`src/rtl/inv_pkg.sv`:
```
// Shared defaults for the inverter library primitive and its toggle counter.
package inv_pkg;

   localparam int unsigned INV_WIDTH = 1;
   localparam int unsigned INV_CNT_W = 16;

endpackage

```
`src/rtl/sat_counter.sv`:
```
// Saturating up-counter with synchronous clear; holds at all-ones instead of wrapping.
module sat_counter
   import inv_pkg::*;
#(
   parameter int unsigned CNT_W = INV_CNT_W
) (
   input  logic             clk,
   input  logic             rst,
   input  logic             inc,
   output logic [CNT_W-1:0] cnt
);

   localparam logic [CNT_W-1:0] CNT_MAX = '1;

   always_ff @(posedge clk) begin
      if (rst) begin
         cnt <= '0;
      end else if (inc && (cnt != CNT_MAX)) begin
         cnt <= cnt + CNT_W'(1);
      end
   end

endmodule

```
`src/rtl/inverter.sv`:
```
// Bitwise inverter with a registered copy, toggle pulse and saturating toggle count.
// Build option INV_PARITY_EN adds a registered parity output y_par aligned with y_q.
module inverter
   import inv_pkg::*;
#(
   parameter int unsigned WIDTH = INV_WIDTH,
   parameter int unsigned CNT_W = INV_CNT_W
) (
   input  logic             clk,
   input  logic             rst,
   input  logic [WIDTH-1:0] a,
   output logic [WIDTH-1:0] y,
   output logic [WIDTH-1:0] y_q,
   output logic             tgl,
   output logic [CNT_W-1:0] tgl_cnt
`ifdef INV_PARITY_EN
   ,
   output logic             y_par
`endif
);

   logic [WIDTH-1:0] y_nxt;
   logic             tgl_nxt;

   // Combinational path is independent of clock and reset; X/Z propagate unmasked.
   assign y       = ~a;
   assign y_nxt   = ~a;
   assign tgl_nxt = (y_nxt != y_q);

   always_ff @(posedge clk) begin
      if (rst) begin
         y_q <= '0;
         tgl <= 1'b0;
      end else begin
         y_q <= y_nxt;
         tgl <= tgl_nxt;
      end
   end

   // Reset inside the counter takes priority over a same-edge toggle.
   sat_counter #(
      .CNT_W (CNT_W)
   ) u_tgl_cnt (
      .clk (clk),
      .rst (rst),
      .inc (tgl_nxt),
      .cnt (tgl_cnt)
   );

`ifdef INV_PARITY_EN
   always_ff @(posedge clk) begin
      if (rst) begin
         y_par <= 1'b0;
      end else begin
         y_par <= ^y_nxt;
      end
   end
`endif

endmodule

```
`config.mk`:
```
export PLATFORM = sky130hd
export DESIGN_NAME = inverter
export DESIGN_NICKNAME = d
export VERILOG_FILES = /design/src/rtl/inv_pkg.sv /design/src/rtl/sat_counter.sv /design/src/rtl/inverter.sv
export SDC_FILE = /design/constraint.sdc
export NUM_CORES = 1
export LEC_CHECK = 0
export BUFFER_PORTS_ARGS = -buffer_cell sky130_fd_sc_hd__buf_2
export CAP_MARGIN = 20
export CORE_MARGIN = 2
export CORE_UTILIZATION = 44
export DETAILED_ROUTE_END_ITERATION = 7
export PLACE_DENSITY_LB_ADDON = 0.25
export SLEW_MARGIN = 10
export SYNTH_ARGS = -nofsm -noshare
export SYNTH_HDL_FRONTEND = slang
export SYNTH_HIERARCHICAL = 1
export SYNTH_SLANG_ARGS = --single-unit
```
`constraint.sdc`:
```
create_clock -name clk -period 1.55 [get_ports clk]
set_clock_uncertainty 0.1 [all_clocks]
set_input_delay 0.2325 -clock clk [delete_from_list [all_inputs] [get_ports clk]]
set_output_delay 0.2325 -clock clk [all_outputs]
set_load 0.02 [all_outputs]
```
==> out/results.ini <==
[cells_and_area]
area_growth_pct=64.7
nNetsFinal=162
final_core_util_pct=76.5
n_antenna_cell=0
instances_no_fill=184
drive_gt1_share_pct=59.9

[clock_network]
clock_latency_ns=0.28
cts_tree=done
cts_hold_buffers=0
htreeDepth=1
clockBufferDepth=2
cts_sinks=18
root_buffer=clkbuf_4
cts.clk_slew.worst_paths_ns=0.10
cts_buffers=3

[critical_path]
crit_fanout=6
worstPathRequired_ns=1.67
worstSetupPathType=flop to flop
slowest_stage=or4_4
crit_family=simple AND/OR/NAND/NOR gates
startpoint_type=flop
arrival_ns=1.79
cp_cell_sequence=nand4_4 -> or4_4 -> or4_1 -> a21oi_1
path_buf_inv=0
critical-path-max-stage-delay_ns=0.44
critPathCaptureType=flop

[power]
p_comb_share_pct=12.7
powerDensity_nw_per_um2=527
internal_power_mw=0.589
power.switching_mw=0.201
seq_power_share_pct=58.0
peakVddDrop_v=0.000520
p_sw_share_pct=25.5
p_leak_nw=0.612
clkPwrFrac_pct=29.3

[synth]
syn_area_um2=911
synthCells=105
yosysWarningCount=6
synth_cell_type_count=31
synth_nets=109
ys_seq_area_share_pct=39.6
ys_ff_latch=18
syn_area_per_cell_um2=8.67

[sta]
setup_slack_ns=-0.122
relSlewSlack_pct=77.3
min_period_ns=1.67
fmax_mhz=598
rsz0062_at_grt=true
fin_crit_sh_pct=108
setup_violations=10
worst_pin_slew_ns=0.336
hold_viol_final=0
slew_viol_final=0

[place]
placed_cells=178
pre_cts_ws_ns=-0.0952
hpwl_um=2000
io_buffers=21
routabilityCongestion=0.858

[global_routing]
grt_pass1_wl_um=4740
antenna_found_initial=0
gr-usage-all-layers_pct=24.5
grt_max_degree=12
gr-total-overflow=0
grt_pass1_vias=1078

[detailed_routing]
post_drt_wl_per_cell_um=15.6
vias=1027
drtIter0Drc=24
ant_nets=0
via_per_inst=5.58
drcViolationCount=0
first_pass_iters=4
wl_um=2860

[floorplan]
die_area_um2=2450
die_h_um=49.5
coreArea_um2=1960
start_util_pct=46.4
io_pins=22
rows=16
die_x_um=49.5

[run_status]
outcome=finished with violations
violations=negative setup slack

[job]
maxCapViolCount=0

[hold_path]
hp-class=input port to flop

[repair_timing]
action,4_1_cts,5_1_grt
gates resized for setup,6,16
endpoints found under the hold margin,0,0
gates cloned,0,0
endpoints found under the setup margin,11,16
pin swaps,10,10
setup buffers,2,0
[Yosys cell counts]
library cell   n  area, µm²
clkbuf_1       2       7.51
nor4bb_1       1       10.0
o21ai_0        4       20.0
o41ai_1        1       8.76
nor2b_1        3       18.8
nand3b_1       1       7.51
nand3_1        6       30.0
nand2_1        6       22.5
nand4_4        1       21.3
xnor2_1        3       26.3
mux2_2         1       11.3
and4_1         3       26.3
ha_1           1       12.5
nand2_2        1       6.26
or3_1          3       18.8
nor3_1         4       20.0
dfxtp_1       18        360
nor2_1         7       26.3
and3_1         1       6.26
nor4_1         2       12.5
a21oi_1       10       50.1
nand4_1        3       18.8
mux2i_1        1       10.0
buf_2          1       5.00
o31ai_1        6       45.0
o311ai_0       1       8.76
nor4_4         1       21.3
or4_1          7       52.6
o21a_1         1       7.51
inv_1          4       15.0
buf_1          1       3.75
[logic make-up after synthesis]
logic type      synth area share [%]
simple gates                    35.0
compound gates                  15.4
flops                           39.6
buf+inv                         3.43
xor+xnor                        2.89
mux                             2.34
fa+ha+maj                       1.37
[final cells by class]
| cell class | count | area [µm²] |
|---|---|---|
| Clock buffer | 3 | 22.5 |
| Clock inverter | 1 | 3.75 |
| Fill cell | 149 | 462 |
| Inverter | 4 | 15.0 |
| Multi-Input combinational cell | 79 | 643 |
| Sequential cell | 18 | 420 |
| Tap cell | 27 | 33.8 |
| Timing Repair Buffer | 52 | 362 |
[worst register-to-register path, cell delays in order, from the launching register on]
cell	delay, ns
dfxtp_4	0.37
nand4_4	0.16
or4_4	0.44
or4_1	0.41
a21oi_1	0.13
[per-stage QoR]
stage	instance area (µm²)	total power, mW	hold WS [ns]	setup TNS, ns
2_1_floorplan	1020	0.519	0.190	-0.478
3_3_place_gp	1370	0.560	0.401	-0.349
3_5_place_dp	1370	0.564	0.437	-0.654
4_1_cts	1440	0.793	0.131	-0.616
5_1_grt	1500	0.835	0.141	-1.59
6_report	1500	0.790	0.137	-0.716
[power by group through the flow]
stage,Combinational [mW],Sequential (mW),Clock [mW]
6_report,0.101,0.459,0.231
3_5_place_dp,0.0946,0.469,0
2_1_floorplan,0.0365,0.483,0
5_1_grt,0.113,0.460,0.262
3_3_place_gp,0.0914,0.469,0
4_1_cts,0.0961,0.459,0.238
[metal layers]
metal / track usage [%] / vias up / routed length (µm)
met5: 0 / - / 0
met4: 8.80 / 0 / 55
met3: 4.85 / 6 / 72
met2: 47.1 / 25 / 1560
met1: 26.1 / 490 / 1170
li1: - / 506 / -
[path summary, 6_finish.rpt]
kind / start / to / slack [ns] / cells past startpoint
max: u_tgl_cnt/cnt[5]$_SDFFE_PP0P_ / u_tgl_cnt/cnt[15]$_SDFFE_PP0P_ / -0.12 / 4
min: rst / u_tgl_cnt/cnt[13]$_SDFFE_PP0P_ / 0.14 / 2
max reg2reg: u_tgl_cnt/cnt[5]$_SDFFE_PP0P_ / u_tgl_cnt/cnt[15]$_SDFFE_PP0P_ / -0.12 / 4
min reg2reg: u_tgl_cnt/cnt[13]$_SDFFE_PP0P_ / u_tgl_cnt/cnt[13]$_SDFFE_PP0P_ / 0.43 / 2
[state kept, by name (all words and copies together), names as in the netlist]
signal,cells
y_q,1
u_tgl_cnt/cnt,16
tgl,1
[cell usage in the layout, fill, tap and decap left out, drive strengths merged, types with 3 or more instances in the layout]
cell	Yosys	routed
buf	2	52
dfxtp	18	18
a21oi	10	10
nor2	7	7
or4	7	7
nand2	7	7
o31ai	6	6
nand3	6	6
inv	4	4
nand4	4	4
nor3	4	4
o21ai	4	4
nor2b	3	3
clkbuf	2	3
or3	3	3
and4	3	3
xnor2	3	3
nor4	3	3
No activity file was read; power rests on OpenSTA's default activity.
